<file path="src/rtl/encoder_pkg.sv">
// Shared constants and output-stage state type for the event encoder.
package encoder_pkg;
   localparam int N_IN   = 8;
   localparam int CODE_W = 3;

   typedef enum logic {
      EMPTY = 1'b0,
      FULL  = 1'b1
   } state_t;
endpackage

</file>
<file path="src/rtl/priority_pick.sv">
// Combinational highest-index picker: binary index, one-hot grant and any-set flag.
module priority_pick
   import encoder_pkg::*;
(
   input  logic [N_IN-1:0]   vec_i,
   output logic [CODE_W-1:0] idx_o,
   output logic [N_IN-1:0]   grant_o,
   output logic              any_o
);

   // Ascending scan so the highest set bit is the last one written.
   always_comb begin
      idx_o   = '0;
      grant_o = '0;
      for (int i = 0; i < N_IN; i++) begin
         if (vec_i[i]) begin
            idx_o   = CODE_W'(i);
            grant_o = N_IN'(1) << i;
         end
      end
   end

   assign any_o = |vec_i;

endmodule

</file>
<file path="src/rtl/event_encoder.sv">
// Captures event pulses into a pending register and serialises them as 3-bit
// codes, highest index first, over a valid/ready output channel.
module event_encoder
   import encoder_pkg::*;
(
   input  logic              CLK,
   input  logic              RST,
   input  logic [N_IN-1:0]   IN,
   output logic [CODE_W-1:0] OUT,
   output logic              OUT_VALID,
   input  logic              OUT_READY,
   output logic [N_IN-1:0]   PENDING,
   output logic              OVERFLOW
);

   // Handshake: a code transfers on a cycle where OUT_VALID and OUT_READY are
   // both high; while OUT_VALID=1 and OUT_READY=0, OUT and OUT_VALID hold.

   state_t              state_q, state_d;
   logic [N_IN-1:0]     pend_q, pend_d;
   logic [CODE_W-1:0]   out_q, out_d;
   logic                ovf_q, ovf_d;

   logic [CODE_W-1:0]   pick_idx;
   logic [N_IN-1:0]     pick_grant;
   logic                pick_any;
   logic                load;
   logic [N_IN-1:0]     grant;

   // Only the registered pending vector competes; same-cycle IN waits a cycle.
   priority_pick u_pick (
      .vec_i   (pend_q),
      .idx_o   (pick_idx),
      .grant_o (pick_grant),
      .any_o   (pick_any)
   );

   assign load  = ((state_q == EMPTY) || OUT_READY) && pick_any;
   assign grant = load ? pick_grant : '0;

   always_comb begin
      pend_d = (pend_q & ~grant) | IN;
      out_d  = load ? pick_idx : out_q;
      ovf_d  = |(IN & pend_q & ~grant);
   end

   always_ff @(posedge CLK) begin
      if (RST) begin
         state_q <= EMPTY;
         pend_q  <= '0;
         out_q   <= '0;
         ovf_q   <= 1'b0;
      end else begin
         state_q <= state_d;
         pend_q  <= pend_d;
         out_q   <= out_d;
         ovf_q   <= ovf_d;
      end
   end

   always_comb begin
      state_d = state_q;
      unique case (state_q)
         EMPTY: if (load) state_d = FULL;
         FULL:  if (OUT_READY && !load) state_d = EMPTY;
         default: state_d = EMPTY;
      endcase
   end

   always_comb begin
      OUT_VALID = (state_q == FULL);
      OUT       = out_q;
      PENDING   = pend_q;
      OVERFLOW  = ovf_q;
   end

endmodule

</file>
<file path="config.mk">
export PLATFORM = sky130hd
export DESIGN_NAME = event_encoder
export DESIGN_NICKNAME = d
export VERILOG_FILES = /design/src/rtl/encoder_pkg.sv /design/src/rtl/priority_pick.sv /design/src/rtl/event_encoder.sv
export SDC_FILE = /design/constraint.sdc
export NUM_CORES = 1
export LEC_CHECK = 0
export BUFFER_PORTS_ARGS = -buffer_cell sky130_fd_sc_hd__clkbuf_2
export CORE_MARGIN = 2
export CORE_UTILIZATION = 38
export CTS_BUF_LIST = sky130_fd_sc_hd__clkbuf_8
export DETAILED_ROUTE_END_ITERATION = 7
export GPL_ROUTABILITY_DRIVEN = 0
export SLEW_MARGIN = 20
export SYNTH_ARGS = -nofsm -noshare
export SYNTH_HDL_FRONTEND = slang
export SYNTH_HIERARCHICAL = 1
export SYNTH_SLANG_ARGS = --single-unit
</file>
<file path="constraint.sdc">
create_clock -name CLK -period 4.98 [get_ports CLK]
set_input_delay 0.249 -clock CLK [delete_from_list [all_inputs] [get_ports CLK]]
set_output_delay 0.249 -clock CLK [all_outputs]
set_load 0.01 [all_outputs]
</file>
==> metrics, run 1 <==
worst-path fanout max 13; Slew headroom 72.9%; core area about 1700 um^2; r2r worst-path depth 6; WL/cell 11.8 um; area delta synth->final 22.9%; syn_nets between 90 and 100; Slew Limit Fails 0; number of global-route vias before repair 560; die area about 2100 um^2; Critical Path End OVERFLOW; global-route wire length before repair 2210 um; Cell variety after synth 22; met1 wire length 691 um; Final Core Density 48.6%; number of diodes 0; Worst Hold Class input pin to flop; Syn Inst Count 82; pin count of the biggest net entering global routing 14; Post-CTS Resized 0; clk buf depth 2; CP cell instances nor4_4 > nand2_1 > or3_1 > nand3_1 > a32oi_1 > a41oi_1; RSZ-0062 raised after global routing no; Setup crit start PENDING[4]; Starting Density 39.6%; Tmin final 1.99 ns; metal3 WL approximately 74 um; WHS Path Cells 3; initial antenna violation count 0; clock-pin slew on the worst setup and hold paths 0.06 ns; final routed DRC violation total 0; critical path class flop to flop; CP startpoint kind flop; CP Capture Type flop; worst slew pin tran 0.406 ns; worst endpoint required time just over 5 ns; highest metal used met4; final wirelength 1440 um; Total GRT Usage 14.6%; DIE WIDTH 45.7 um; io pins 24; post-route ant nets 0; Clock Latency Late Sink roughly 0.24 ns; Max Freq 503 MHz; cell area after synthesis 661 um^2; cts bufs inserted 3; Max-Cap Viols 0; design area 812 um^2; first-pass iteration count of the detailed router 4; number of port buffers 23; critical path arrival 2.15 ns; Pleak 0.000372 uW; Final Hold Fails 0; skew final between 0.0015 and 0.002 ns; dpl hpwl 1080 um; Critical Path Max Stage Delay roughly 0.5 ns; Syn Area/Cell 8.06 um^2; slowest CP cell or3_1; total negative setup slack 0 ns; DR vias/cell ~5.3; R2R Setup Slk 2.99 ns; hold buffer count at CTS 0; GRT overflow 0; Finish-stage setup viols 0; metal2 WL 657 um; Post-CTS Setup Bufs 0; die height between 40 and 50 um; clk root buf clkbuf_8; status finished clean; H-tree lvl count 1; Max rail drop VDD 148 uV; Tcrit/Tclk final 39.9%; initial DRC count 14; Yosys Warn Count 6; layout cells sized above 1 28.6%; FF+latch count, synth 13; FF-to-FF End OVERFLOW; fin nets 117; total number of vias 651; placed inst area ~770 um^2; Seq/Total Area, Yosys 39.4%; TritonCTS Sinks 13; Rows 15; Cell Pwr Density 323 nW/um^2; RR Startpoint PENDING[4]; CTS tree done
## stage by stage
stage          power [uW]  setup WS (ns)  hold WS [ns]  std cells
2_1_floorplan         156           3.20         0.318         82
3_3_place_gp          173           3.09         0.442        118
4_1_cts               265           3.00         0.235        122
6_report              262           2.99         0.236        122
3_5_place_dp          173           3.03         0.447        118
5_1_grt               277           2.84         0.246        122
## layer usage
| metal | up-vias | global-route usage, % |
|---|---|---|
| met5 | - | 0 |
| met4 | 0 | 6.86 |
| met2 | 18 | 24.2 |
| met1 | 292 | 17.5 |
| li1 | 339 | - |
| met3 | 2 | 3.57 |
## report_power, final
group / leakage, uW / internal [uW] / switching (uW)
sequential: 0.000109 / 113 / 10.7
clock: 0.0000269 / 54.3 / 36.9
combinational: 0.000236 / 21.5 / 25.8
## how the worst min path moves through the flow
stage               startpoint         end  slack (ns)
floorplan                  RST      OUT[2]        0.32
global placement        OUT[2]      OUT[2]        0.44
detailed placement      OUT[2]      OUT[2]        0.45
CTS                      IN[1]  PENDING[1]        0.24
global route             IN[5]  PENDING[5]        0.25
finish                   IN[3]  PENDING[3]        0.24
## synthesized netlist by cell type
| cell type | number | area [um^2] |
|---|---|---|
| or3_1 | 1 | 6.26 |
| nor3b_1 | 1 | 7.51 |
| clkbuf_1 | 1 | 3.75 |
| a21oi_1 | 14 | 70.1 |
| nor4b_1 | 1 | 8.76 |
| nand3_2 | 1 | 10.0 |
| nor4_4 | 1 | 21.3 |
| buf_4 | 2 | 15.0 |
| buf_6 | 1 | 11.3 |
| inv_2 | 1 | 3.75 |
| nor3_1 | 1 | 5.00 |
| o31ai_1 | 2 | 15.0 |
| nor2_1 | 11 | 41.3 |
| a41oi_1 | 1 | 8.76 |
| dfxtp_1 | 13 | 260 |
| nand3_1 | 10 | 50.1 |
| inv_1 | 3 | 11.3 |
| nand2b_4 | 1 | 13.8 |
| and2_1 | 6 | 37.5 |
| nand2_1 | 5 | 18.8 |
| and3_1 | 1 | 6.26 |
| a32oi_1 | 4 | 35.0 |
## worst max-delay path: cells and delay by family (launching register included)
family             cells  cell delay (ns)
and+or+nand+nor        4             1.18
DFF                    1             0.39
AOI/OAI and AO/OA      2             0.33
## state kept, by name, indices dropped and copies added, names as in the netlist
register   cells
OUT            3
OUT_VALID      1
OVERFLOW       1
PENDING        8
## logic make-up (layout without fill, tap and decap cells)
kind of cell	count (synthesis)	after routing	share of synthesized area [%]
flip-flops	13	13	39.4
AND/OR/NAND/NOR	40	40	34.3
buffers and inverters	8	31	6.82
AO/OA/AOI/OAI	21	21	19.5
## area by class of cell
class                      instances  area, um^2
clock buffer                       3        41.3
clock inverter                     1        3.75
fill                             173         858
inverter                           4        15.0
multi-input combinational         61         355
sequential                        13         260
tap                               17        21.3
timing repair buffer              23         115
## placed cells by master (no fill, tap or decap)
cell and count:
a21oi_1 14, a32oi_1 4, a41oi_1 1, and2_1 6, and3_1 1, clkbuf_2 23
clkbuf_8 3, dfxtp_1 13, inv_1 4, inv_2 1, nand2_1 5, nand2b_4 1
nand3_1 10, nand3_2 1, nor2_1 11, nor3_1 1, nor3b_1 1, nor4_4 1
nor4b_1 1, o31ai_1 2, or3_1 1
Power figures use the tool's default switching activity.
==> inputs of run 2 (changes only) <==
- clock period: 4.98 -> 1.9 ns (I/O delays scaled with it)
==> metrics, run 2 (synthesis gave the netlist of run 1 again) <==
GR Util met2 28.2%; final hold slack 0.0741 ns; RSZ-0062 raised after global routing no; H-tree lvl count 1; critical path class flop to flop; number of port buffers 23; Finish-stage setup viols 0; TritonCTS Sinks 13; grt met3 use 5.95%; post-route ant nets 0; Total GRT Usage 17.3%; die height about 46 um; clk root buf clkbuf_8; Final Hold Fails 0; fillers 166; clock-pin slew on the worst setup and hold paths 0.05 ns; Slew headroom 76.4%; Stages on worst setup path 6; CP startpoint kind flop; Tmin final about 1.7 ns; CP cell instances nor4_4 > nand2_1 > or3_4 > nand3_1 > a32oi_1 > a41oi_1; die area 2090 um^2; Starting Density 39.6%; worst slew pin tran 0.349 ns; M1 GR Usage 22.1%; DR vias/cell ~5.3; worst endpoint required time 2.06 ns; max reg flops 8; design area 855 um^2; commonest non-fill, non-tap cells in the layout 23 x clkbuf_2, 14 x a21oi_1, 13 x dfxtp_1, 11 x nor2_1, 10 x nand3_1; final wirelength 1580 um; Max-Cap Viols 0; total negative setup slack 0 ns; GRT overflow 0; Critical Path Max Stage Delay 0.42 ns; Cell Pwr Density 821 nW/um^2; CTS tree done; WHS Path Cells 3; CP Capture Type flop; global-route wire length before repair 2590 um; DP Cell Count 123; status finished clean; number of diodes 0; Rows 15; Pleak 0.000399 uW; number of global-route vias before repair 596; Worst Hold Class input pin to flop; clk buf depth 2; cts bufs inserted 3; skew final 0.00105 ns; Post-CTS Setup Bufs 0; critical path arrival 1.86 ns; r2r worst-path depth 6; DIE WIDTH 45.7 um; Max Freq roughly 590 MHz; Clock Latency Late Sink 0.24 ns; CP delay by family, top simple AND/OR/NAND/NOR gates; area delta synth->final 29.4%; final routed DRC violation total 0; leading cell type in the layout, fill and taps excluded clkbuf_2; Tcrit/Tclk final slightly below 90%; worst-path fanout max 13; total number of vias 679; initial DRC count 20; dpl hpwl 1160 um; Max rail drop VDD 643 uV; slowest CP cell or3_4; io pins 24; Worst Path Buf+Inv 0; pin count of the biggest net entering global routing 14; placed inst area about 800 um^2; initial antenna violation count 0; Slew Limit Fails 0; GR peak layer met2; WL/cell 12.5 um; Post-Layout Cell Count 127; first-pass iteration count of the detailed router 4; fin nets about 120; layout cells sized above 1 between 30% and 40%; core area roughly 1700 um^2
-- run 2: worst paths after layout --
path	from	endpoint	slack [ns]
hold reg to reg	OUT[0]	OUT[0]	0.46
hold / removal	IN[3]	PENDING[3]	0.07
setup reg to reg	PENDING[4]	OVERFLOW	0.20
setup / recovery	PENDING[4]	OVERFLOW	0.20
-- run 2: routing by layer --
metal | vias up | part of all wire (%)
met1 | 301 | 45
met2 | 27 | 48
met4 | 0 | 0.63
met3 | 2 | 6.7
li1 | 349 | -
met5 | - | 0
-- run 2: layout make-up --
cell class / instances / area (um^2) / share of cell area [%]
tap: 17 / 21.3 / 2.49
timing repair buffer: 28 / 153 / 17.9
clock buffer: 3 / 41.3 / 4.83
clock inverter: 1 / 3.75 / 0.439
multi-input combinational: 61 / 360 / 42.2
inverter: 4 / 15.0 / 1.76
sequential: 13 / 260 / 30.5
-- run 2: per-stage QoR --
stage          utilization, %  total power (uW)  worst slack [ns]
2_1_floorplan               -               410             0.118
3_3_place_gp             48.2               466             0.119
3_5_place_dp             48.2               468            0.0897
4_1_cts                  50.9               705            0.0720
5_1_grt                  51.2               741             0.148
6_report                 51.2               701             0.205
-- run 2: power by group --
group          switching [uW]  internal, uW  total [uW]
clock network            93.7           142         236
registers                20.5           296         317
logic                    81.3          67.1         148
total                     195           506         701
-- run 2: what timing repair did --
action,4_1_cts,5_1_grt
endpoints found under the setup margin,0,1
hold buffers,0,0
gates resized for setup,0,1
-- run 2: tightest hold or removal path: cells and delay by family --
kind                   cells  cell delay [ns]
AO/OA/AOI/OAI              1             0.03
buffers and inverters      1             0.08
AND/OR/NAND/NOR            1             0.07
